<file path="src/rtl/sparam_sweep_ctrl_if.sv">
// ---------------------------------------------------------------------------
// sparam_sweep_ctrl_if
// Bundles the bus signals between the S-parameter sweep controller and the
// rest of the measurement chain:
//   excitation : exc_en, exc_port        (controller -> source switch)
//   receiver   : rx_sel                  (controller -> receiver switch)
//                rx_valid, rx_data       (receiver   -> controller)
//   results    : res_valid, res_row, res_col, res_data (controller -> sink)
//                res_ready                             (sink -> controller)
// The master modport is the controller side; slave is the environment side.
// ---------------------------------------------------------------------------
interface sparam_sweep_ctrl_if #(
    parameter int DW = 16
);
    logic          exc_en;
    logic [1:0]    exc_port;
    logic [1:0]    rx_sel;
    logic          rx_valid;
    logic [DW-1:0] rx_data;
    logic          res_valid;
    logic          res_ready;
    logic [1:0]    res_row;
    logic [1:0]    res_col;
    logic [DW-1:0] res_data;

    modport master (
        output exc_en, exc_port, rx_sel,
        output res_valid, res_row, res_col, res_data,
        input  rx_valid, rx_data, res_ready
    );

    modport slave (
        input  exc_en, exc_port, rx_sel,
        input  res_valid, res_row, res_col, res_data,
        output rx_valid, rx_data, res_ready
    );
endinterface

</file>
<file path="src/rtl/sparam_sweep_ctrl.sv">
// ---------------------------------------------------------------------------
// sparam_sweep_ctrl
// Sequences a full NPORTS x NPORTS S-parameter magnitude sweep. For each
// excitation port j the source is enabled and allowed to settle, then every
// receiver port i is selected in turn and 2^NAVG_LOG2 samples are averaged
// into one result S[i,j]. Results leave column-major over a valid/ready
// handshake.
//
// Ports:
//   clk, rst     rising-edge clock, synchronous active-high reset
//   start        pulse: begin a sweep (ignored while busy)
//   abort        return to IDLE at once, discarding the current entry
//   busy         high whenever the controller is not IDLE
//   done         one-cycle pulse when the last result has been accepted
//   bus          master side of sparam_sweep_ctrl_if (excitation, receiver
//                select, sample input, result handshake)
// ---------------------------------------------------------------------------
module sparam_sweep_ctrl #(
    parameter int NPORTS    = 3,
    parameter int SETTLE    = 16,
    parameter int NAVG_LOG2 = 3,
    parameter int DW        = 16
) (
    input  logic                clk,
    input  logic                rst,
    input  logic                start,
    input  logic                abort,
    output logic                busy,
    output logic                done,
    sparam_sweep_ctrl_if.master bus
);
    // Accumulator is wide enough to hold 2^NAVG_LOG2 full-scale samples.
    localparam int AW = DW + NAVG_LOG2;
    localparam int CW = NAVG_LOG2 + 1;
    localparam logic [CW-1:0] LAST_SAMPLE = CW'((1 << NAVG_LOG2) - 1);
    localparam logic [1:0]    LAST_IDX    = 2'(NPORTS - 1);
    // Loading SETTLE-1 and exiting on zero gives exactly SETTLE settle cycles.
    localparam logic [7:0]    SETTLE_LOAD = 8'(SETTLE - 1);

    typedef enum logic [2:0] {
        ST_IDLE,
        ST_SETTLE,
        ST_ACQ,
        ST_EMIT,
        ST_FINISH
    } state_t;

    state_t        state_reg;
    logic [1:0]    row_reg;          // receiver index i
    logic [1:0]    col_reg;          // excitation index j
    logic [7:0]    settle_cnt_reg;
    logic [CW-1:0] sample_cnt_reg;
    logic [AW-1:0] acc_reg;
    logic          done_reg;
    logic          exc_en_reg;
    logic          res_valid_reg;
    logic [1:0]    res_row_reg;
    logic [1:0]    res_col_reg;
    logic [DW-1:0] res_data_reg;

    logic [AW-1:0] acc_next;

    always_comb begin
        acc_next = acc_reg + AW'(bus.rx_data);
    end

    always_ff @(posedge clk) begin
        if (rst) begin
            state_reg      <= ST_IDLE;
            row_reg        <= '0;
            col_reg        <= '0;
            settle_cnt_reg <= '0;
            sample_cnt_reg <= '0;
            acc_reg        <= '0;
            done_reg       <= 1'b0;
            exc_en_reg     <= 1'b0;
            res_valid_reg  <= 1'b0;
            res_row_reg    <= '0;
            res_col_reg    <= '0;
            res_data_reg   <= '0;
        end else begin
            done_reg <= 1'b0;

            case (state_reg)
                ST_IDLE: begin
                    if (start) begin
                        state_reg      <= ST_SETTLE;
                        row_reg        <= '0;
                        col_reg        <= '0;
                        exc_en_reg     <= 1'b1;
                        settle_cnt_reg <= SETTLE_LOAD;
                    end
                end

                ST_SETTLE: begin
                    if (settle_cnt_reg == '0) begin
                        state_reg      <= ST_ACQ;
                        acc_reg        <= '0;
                        sample_cnt_reg <= '0;
                    end else begin
                        settle_cnt_reg <= settle_cnt_reg - 8'd1;
                    end
                end

                ST_ACQ: begin
                    if (bus.rx_valid) begin
                        acc_reg <= acc_next;
                        if (sample_cnt_reg == LAST_SAMPLE) begin
                            // The strobe completing the count is included in
                            // the average, so use acc_next rather than acc_reg.
                            state_reg     <= ST_EMIT;
                            res_valid_reg <= 1'b1;
                            res_data_reg  <= acc_next[AW-1:NAVG_LOG2];
                            res_row_reg   <= row_reg;
                            res_col_reg   <= col_reg;
                        end else begin
                            sample_cnt_reg <= sample_cnt_reg + CW'(1);
                        end
                    end
                end

                ST_EMIT: begin
                    if (bus.res_ready) begin
                        res_valid_reg <= 1'b0;
                        if (row_reg != LAST_IDX) begin
                            // Same excitation, next receiver: source already
                            // settled, go straight back to acquisition.
                            state_reg      <= ST_ACQ;
                            row_reg        <= row_reg + 2'd1;
                            acc_reg        <= '0;
                            sample_cnt_reg <= '0;
                        end else if (col_reg != LAST_IDX) begin
                            state_reg      <= ST_SETTLE;
                            row_reg        <= '0;
                            col_reg        <= col_reg + 2'd1;
                            settle_cnt_reg <= SETTLE_LOAD;
                        end else begin
                            state_reg  <= ST_FINISH;
                            exc_en_reg <= 1'b0;
                            done_reg   <= 1'b1;
                        end
                    end
                end

                ST_FINISH: begin
                    state_reg <= ST_IDLE;
                end

                default: begin
                    state_reg <= ST_IDLE;
                end
            endcase

            // Abort wins over every transition above, including a handshake
            // that would otherwise have completed the sweep.
            if (abort && (state_reg != ST_IDLE)) begin
                state_reg      <= ST_IDLE;
                exc_en_reg     <= 1'b0;
                res_valid_reg  <= 1'b0;
                done_reg       <= 1'b0;
                acc_reg        <= '0;
                sample_cnt_reg <= '0;
                settle_cnt_reg <= '0;
            end
        end
    end

    assign busy          = (state_reg != ST_IDLE);
    assign done          = done_reg;
    assign bus.exc_en    = exc_en_reg;
    assign bus.exc_port  = col_reg;
    assign bus.rx_sel    = row_reg;
    assign bus.res_valid = res_valid_reg;
    assign bus.res_row   = res_row_reg;
    assign bus.res_col   = res_col_reg;
    assign bus.res_data  = res_data_reg;

endmodule

</file>
<file path="src/flat_wrapper.sv">
// flat-port wrapper written by rule: the top's interface ports become plain ports
module sparam_sweep_ctrl_flat 
#(
    parameter int NPORTS    = 3,
    parameter int SETTLE    = 16,
    parameter int NAVG_LOG2 = 3,
    parameter int DW        = 16
)
  (clk, rst, start, abort, busy, done, bus_exc_en, bus_exc_port, bus_rx_sel, bus_res_valid, bus_res_row, bus_res_col, bus_res_data, bus_rx_valid, bus_rx_data, bus_res_ready);
  sparam_sweep_ctrl_if #(.DW(DW)) bus_i ();
  input  logic clk;
  input  logic rst;
  input  logic start;
  input  logic abort;
  output logic busy;
  output logic done;
  output wire logic [$bits(bus_i.exc_en)-1:0] bus_exc_en;
  output wire logic [$bits(bus_i.exc_port)-1:0] bus_exc_port;
  output wire logic [$bits(bus_i.rx_sel)-1:0] bus_rx_sel;
  output wire logic [$bits(bus_i.res_valid)-1:0] bus_res_valid;
  output wire logic [$bits(bus_i.res_row)-1:0] bus_res_row;
  output wire logic [$bits(bus_i.res_col)-1:0] bus_res_col;
  output wire logic [$bits(bus_i.res_data)-1:0] bus_res_data;
  input wire logic [$bits(bus_i.rx_valid)-1:0] bus_rx_valid;
  input wire logic [$bits(bus_i.rx_data)-1:0] bus_rx_data;
  input wire logic [$bits(bus_i.res_ready)-1:0] bus_res_ready;
  assign bus_exc_en = bus_i.exc_en;
  assign bus_exc_port = bus_i.exc_port;
  assign bus_rx_sel = bus_i.rx_sel;
  assign bus_res_valid = bus_i.res_valid;
  assign bus_res_row = bus_i.res_row;
  assign bus_res_col = bus_i.res_col;
  assign bus_res_data = bus_i.res_data;
  assign bus_i.rx_valid = bus_rx_valid;
  assign bus_i.rx_data = bus_rx_data;
  assign bus_i.res_ready = bus_res_ready;
  sparam_sweep_ctrl #(.NPORTS(NPORTS), .SETTLE(SETTLE), .NAVG_LOG2(NAVG_LOG2), .DW(DW)) u_core (.clk(clk), .rst(rst), .start(start), .abort(abort), .busy(busy), .done(done), .bus(bus_i));
endmodule
</file>
<file path="config.mk">
export PLATFORM = sky130hd
export DESIGN_NAME = sparam_sweep_ctrl_flat
export DESIGN_NICKNAME = d
export VERILOG_FILES = /design/src/rtl/sparam_sweep_ctrl_if.sv /design/src/rtl/sparam_sweep_ctrl.sv /design/src/flat_wrapper.sv
export SDC_FILE = /design/constraint.sdc
export NUM_CORES = 1
export LEC_CHECK = 0
export BUFFER_PORTS_ARGS = -buffer_cell sky130_fd_sc_hd__buf_2
export CAP_MARGIN = 0
export CORE_AREA = 10 10 160 88
export CTS_BUF_LIST = sky130_fd_sc_hd__clkbuf_2
export DETAILED_ROUTE_END_ITERATION = 16
export DIE_AREA = 0 0 170 98
export PLACE_DENSITY = 0.44
export SKIP_CTS_REPAIR_TIMING = 1
export SLEW_MARGIN = 15
export SYNTH_ARGS = -nofsm -noshare
export SYNTH_HDL_FRONTEND = slang
export SYNTH_SLANG_ARGS = --single-unit
</file>
<file path="constraint.sdc">
create_clock -name clk -period 6.6 [get_ports clk]
set_input_delay 0.66 -clock clk [delete_from_list [all_inputs] [get_ports clk]]
set_output_delay 0.66 -clock clk [all_outputs]
set_load 0.01 [all_outputs]
</file>
==> results of run 1 <==
## power groups by stage
stage / Combinational (W) / Sequential (W) / Clock (W)
detailed placement: 0.000349 / 0.000439 / 0
global placement: 0.000347 / 0.000438 / 0
global route: 0.000394 / 0.000436 / 0.000296
CTS: 0.000351 / 0.000431 / 0.000280
floorplan: 0.000288 / 0.000427 / 0
finish: 0.000348 / 0.000431 / 0.000263
## cell type report
class | instances | area, sq um | area share
flip-flops and latches | 61 | 1220 | 0.322
clock inverters | 6 | 77.6 | 0.0205
repair buffers | 51 | 260 | 0.0686
multi-input cells | 304 | 1950 | 0.514
inverters | 12 | 45.0 | 0.0119
clock buffers | 10 | 50.0 | 0.0132
well taps | 150 | 188 | 0.0495
## worst min-delay path by stage
| stage | slack [ns] | startpoint | end |
|---|---|---|---|
| 6_report | 0.45 | bus_res_ready | u_core.bus.res_valid |
| 5_1_grt | 0.39 | bus_res_ready | u_core.bus.res_valid |
| 4_1_cts | 0.37 | bus_res_ready | u_core.bus.res_valid |
| 3_5_place_dp | 0.44 | u_core.bus.res_data[2] | u_core.bus.res_data[2] |
| 3_3_place_gp | 0.44 | u_core.bus.res_col[0] | u_core.bus.res_col[0] |
| 2_1_floorplan | 0.45 | u_core.acc_reg[10] | u_core.acc_reg[10] |
## per-stage QoR
stage / instance area [sq um] / total power, W / cells / hold slack [ns] / worst slack, ns
3_5_place_dp: 3660 / 0.000788 / 578 / 0.445 / 3.52
4_1_cts: 3790 / 0.00106 / 594 / 0.369 / 3.86
5_1_grt: 3790 / 0.00113 / 594 / 0.389 / 3.67
2_1_floorplan: 3300 / 0.000715 / 395 / 0.446 / 3.99
6_report: 3790 / 0.00104 / 594 / 0.447 / 3.94
3_3_place_gp: 3660 / 0.000785 / 578 / 0.439 / 3.60
## logic make-up (layout without fill, tap and decap cells)
| group | after synthesis | count (layout) | share of synthesized area |
|---|---|---|---|
| adders and majority gates | 21 | 21 | 0.0819 |
| muxes | 5 | 5 | 0.0155 |
| and+or+nand+nor | 148 | 148 | 0.224 |
| AOI/OAI and AO/OA | 109 | 109 | 0.213 |
| xor gates and xnor gates | 21 | 21 | 0.0557 |
| buffers and inverters | 30 | 79 | 0.0390 |
| DFF | 61 | 61 | 0.370 |
## cell usage in the layout (no fill, tap or decap), drive strengths merged, types with 3 or more instances in the layout
cell type / instances
nand3: 11
o21ai: 10
mux2i: 4
a21oi: 47
nand3b: 3
and2: 5
or3: 5
dfxtp: 61
clkbuf: 10
xor2: 9
nor2b: 4
inv: 12
a211oi: 7
o211ai: 6
a21o: 6
nor3b: 3
a22o: 8
nand2b: 8
nand4: 4
nor2: 41
xnor2: 12
nor3: 9
ha: 20
nand2: 48
clkinv: 4
a22oi: 7
buf: 51
## worst register-to-register path, stage by stage (launching register included)
cell      delay [ns]
dfxtp_1         0.50
inv_1           0.17
nor3_2          0.28
and2_1          0.40
nand2b_1        0.54
or3_1           0.55
a31oi_1         0.17
## metal layers
metal  global-route usage  up-vias  part of all wire
li1                     -     1493                 -
met1                0.167     1288              0.58
met2                0.135       55              0.35
met3               0.0426        8             0.059
met4               0.0322        0            0.0075
met5                    0        -                 0
==> metrics.cfg, run 1 <==
[sta]
fin_crit_ns = 2.66
finClkSkew_ns = 0.0302
setup_viol = 0
period_share = 0.403
fmax_ghz = 0.376
drv_slew = 0
tns_ns = 0
rsz0062_at_grt = false
maxSlewHeadroom = 0.280
tightest_slew_ns = 1.08
finalHoldViolations = 0

[critical_path]
crit_end = u_core.bus.res_data[12]
start_kind = flip-flop
r2r_slack_ns = 3.94
crit_family = simple AND/OR/NAND/NOR gates
cpMaxStageDelayCell = or3_1
crit_start = u_core.state_reg[1]
ff2ff_path_depth = 6
worstPathBufferInverterCount = 1
worstPathCellList = inv_1 -> nor3_2 -> and2_1 -> nand2b_1 -> or3_1 -> a31oi_1
worstPathMaxFanout = 20
r2r-start = u_core.state_reg[1]
crit_type = flip-flop to flip-flop
cpPeakStageDelay_ns = 0.55
required_ns = 7.03
rr_endpoint = u_core.bus.res_data[12]
worstPathArrival_ns = 3.09
end_kind = flip-flop
cp_num_cells = 6

[global_route]
antenna_found_initial = 0
grt-ovfl-total = 0
grt_start_max_net_pins = 28
grt_pass1_vias = 2742
grt_pass1_wl_um = 14700
grt_util_all_layers = 0.110

[pwr]
ir_drop_mv = 0.0807
switching_share = 0.359
intPower_w = 0.000668
pwr-share-comb = 0.334
powerDensity_nw_per_um2 = 275
p_clk_frac = 0.253
seq_power_share = 0.414
power_leakage_nw = 1.53
switchingPower_w = 0.000375

[yosys]
syn_inst = 395
yosysTopAreaCellShare = 0.370
synth_edf_count = 0
ys_warn_count = 0
synthFlopType = dfxtp_1
yosys.area.top_type = dfxtp_1
synth_cell_types = 55
synthTopCellsByCount = dfxtp_1 (61), nand2_1 (48), a21oi_1 (47), nor2_1 (41), ha_1 (20)
synth_nets = 438
yosysSeqAreaShare = 0.370
syn-mean-instance-area_sq_um = 8.36
synth.area.top_cells = dfxtp_1 (37%), ha_1 (7.6%), a21oi_1 (7.1%)
netlist_area_sq_um = 3300
yosysMostFrequentCell = dfxtp_1
ys_ff_latch = 61
async_flop_share = 0

[clock_network]
cts-buffers-inserted = 9
clk_pin_slew_worst_paths_ns = 0.18
clkLatencyLatePin_ns = 0.50
cts_root_buf = clkbuf_2
cts_tree = built
clkSinkCount = 61
clock_path_buffers = 2
htree_levels = 3

[die]
core_area_sq_um = 11400
dieArea_sq_um = 16700
dieHeight_um = 98
die_w_um = 170
start_util = 0.290
io_pins = 50
rows = 28

[placement]
portBuffers = 49
gp_congestion = 0.826
dp_hpwl_um = 6830

[finish]
fillCellCount = 1234
drive_gt1_frac = 0.173
layout.nets = 482
largest_reg_flops = 19
area_delta_synth_final_pct = 14.9
diodes = 0
postLayoutCoreUtil = 0.333

[job]
maxCapViolations = 0

[drt]
drt_pass1_iterations = 4
wl_um = 9040
route.detailed.drc = 0
route.vias.total = 2844
wl_per_cell_um = 15.2
vias_per_cell = 4.79
dr.first_iter.drc_count = 169
ant_nets = 0

[hold_path]
hold_path.class = input port to flip-flop
holdPathStages = 2

[run_status]
status = finished, final reports clean

No activity file was read; power rests on OpenSTA's default activity.
==> inputs of run 2 (changes only) <==
==> constraint.sdc (replaced) <==
create_clock -name clk -period 2.7 [get_ports clk]
set_input_delay 0.27 -clock clk [delete_from_list [all_inputs] [get_ports clk]]
set_output_delay 0.27 -clock clk [all_outputs]
set_load 0.01 [all_outputs]
==> run 2 against run 1 <==
Clock power rose by 100%. Count of clock-buffer cells in the layout did not move. Sequential power rose by 140%. Wire length rose by 4.4%. Cell count rose by 0.84%. Hold slack got worse by 0.34 ns. Non-clock buffer count rose by 7. Die area did not move. Register-to-register slack got worse by 3.7 ns. Maximum frequency rose by 7.5%. Sequential share of layout area fell by 0.36 points. Via count rose by 2.8%. Largest cell class unchanged.
==> metrics.cfg, run 2 (synthesis results as in run 1) <==
[global_route]
grt_pass1_vias = 2804  ; +2.3%
grt_pass1_wl_um = 15200  ; +3.5%
grt_util_all_layers = 0.114  ; +0.00357
antenna_found_initial = 0  ; unchanged
grt_start_max_net_pins = 27  ; -3.6%
busiest_layer = met1
grtUsageMet1 = 0.170  ; +0.00334
grt-ovfl-total = 0  ; unchanged
use_met2 = 0.145  ; +0.00998
grtUsageMet3 = 0.0414  ; -0.00121

[pwr]
powerDensity_nw_per_um2 = 645  ; +130%
ir_drop_mv = 0.179  ; +120%
power_leakage_nw = 1.55  ; +1.1%
design_power_total_w = 0.00248  ; +140%

[sta]
period_share = 0.918  ; +0.514
rsz0062_at_grt = true
drv_slew = 0  ; unchanged
setup_viol = 0  ; unchanged
finClkSkew_ns = 0.0234  ; -0.00681 ns
whs_ns = 0.107  ; -0.340 ns
fmax_ghz = 0.404  ; +7.5%
fin_crit_ns = 2.48  ; -0.186 ns
finalHoldViolations = 0  ; unchanged
maxSlewHeadroom = 0.628  ; +0.349
tightest_slew_ns = 0.543  ; -0.533 ns
tns_ns = 0  ; unchanged

[critical_path]
worstPathMaxFanout = 3  ; -85%
end_kind = flip-flop
required_ns = 3.08  ; -3.95 ns
worstPathArrival_ns = 2.86  ; -0.23 ns
start_kind = flip-flop
crit_type = flip-flop to flip-flop

[die]
io_pins = 50  ; unchanged
core_area_sq_um = 11400  ; unchanged
die_w_um = 170  ; unchanged
start_util = 0.290  ; unchanged
dieHeight_um = 98  ; unchanged
rows = 28  ; unchanged
dieArea_sq_um = 16700  ; unchanged

[clock_network]
cts-buffers-inserted = 9  ; unchanged
clkSinkCount = 61  ; unchanged
clkLatencyLatePin_ns = 0.49  ; about the same
clock_path_buffers = 2  ; unchanged
clk_pin_slew_worst_paths_ns = 0.17  ; about the same
htree_levels = 3  ; unchanged
cts_tree = built
cts_root_buf = clkbuf_2

[placement]
place_inst = 584  ; +1.0%
gp_congestion = 0.803  ; -2.8%
portBuffers = 49  ; unchanged
dp_hpwl_um = 7100  ; +3.9%
place_area_sq_um = 3710  ; +1.2%

[finish]
multi_input_area_sq_um = 1980  ; +1.3%
drive_gt1_frac = 0.187  ; +0.0137
finalInstanceArea_sq_um = 3840  ; +1.2%
diodes = 0  ; unchanged
largest_reg_flops = 19  ; unchanged
instances_no_fill = 599  ; +0.84%
layout_common_cells = dfxtp_1 (60), buf_2 (49), nand2_1 (48)
ff_latch_area_sq_um = 1220  ; +0.10%
layout.nets = 489  ; +1.5%
fillCellCount = 1214  ; -1.6%
layout_commonest_cell = dfxtp_1
area_delta_synth_final_pct = 16.3

[hold_path]
hold_path.class = input port to flip-flop

[drt]
dr.first_iter.drc_count = 214  ; +27%
ant_nets = 0  ; unchanged
wl_um = 9430  ; +4.4%
vias_per_cell = 4.88  ; +2.0%
route.vias.total = 2924  ; +2.8%
route.detailed.drc = 0  ; unchanged
drt_pass1_iterations = 4  ; unchanged
wl_per_cell_um = 15.7  ; +3.5%

[job]
maxCapViolations = 0  ; unchanged

[run_status]
status = finished, final reports clean

==> run 2: cell types whose count changed in the layout (fill, tap and decap cells not counted), sizes merged <==
cell / change
buf: +6
bufinv: -1
clkinv: -1
dlygate4sd3: +1
==> run 2: through the flow <==
stage	setup WS (ns)	util
finish	0.223	0.337
global route	-0.00721	0.337
CTS	0.128	0.334
detailed placement	0.165	0.326
global placement	0.232	0.326
floorplan	0.435	-
==> run 2: path summary, 6_finish.rpt <==
kind	depth (start not counted)	startpoint	to	slack, ns
max reg2reg	10	u_core.acc_reg[0]	u_core.acc_reg[14]	0.22
min	3	start	u_core.bus.exc_en	0.11
max	10	u_core.acc_reg[0]	u_core.acc_reg[14]	0.22
min reg2reg	2	u_core.bus.res_col[0]	u_core.bus.res_col[0]	0.46
==> run 2: cell type report <==
type / count / area share
inverters: 12 / 0.0117
clock buffers: 10 / 0.0130
flip-flops and latches: 61 / 0.318
multi-input cells: 304 / 0.515
well taps: 150 / 0.0489
clock inverters: 4 / 0.0108
repair buffers: 58 / 0.0821
==> run 2: worst max-delay path, stage by stage, from the launching register on <==
cell	delay, ns
dfxtp_2	0.36
ha_2	0.19
inv_1	0.06
fa_1	0.39
nand2b_1	0.20
a21o_1	0.18
a31o_2	0.23
o21bai_1	0.21
o22ai_1	0.20
xnor2_1	0.16
a22o_1	0.21
==> run 2: per-layer routing <==
metal	vias to the layer above	share of wire
met1	1336	0.56
met4	0	0.0060
met3	4	0.063
met2	72	0.37
met5	-	0
li1	1512	-
==> run 2: power by group <==
part | leakage [nW] | internal, W | switching [W] | total [W]
clock network | 0.0604 | 0.000200 | 0.000335 | 0.000535
logic | 0.994 | 0.000368 | 0.000518 | 0.000887
registers | 0.494 | 0.000976 | 0.0000786 | 0.00105
total | 1.55 | 0.00154 | 0.000932 | 0.00248
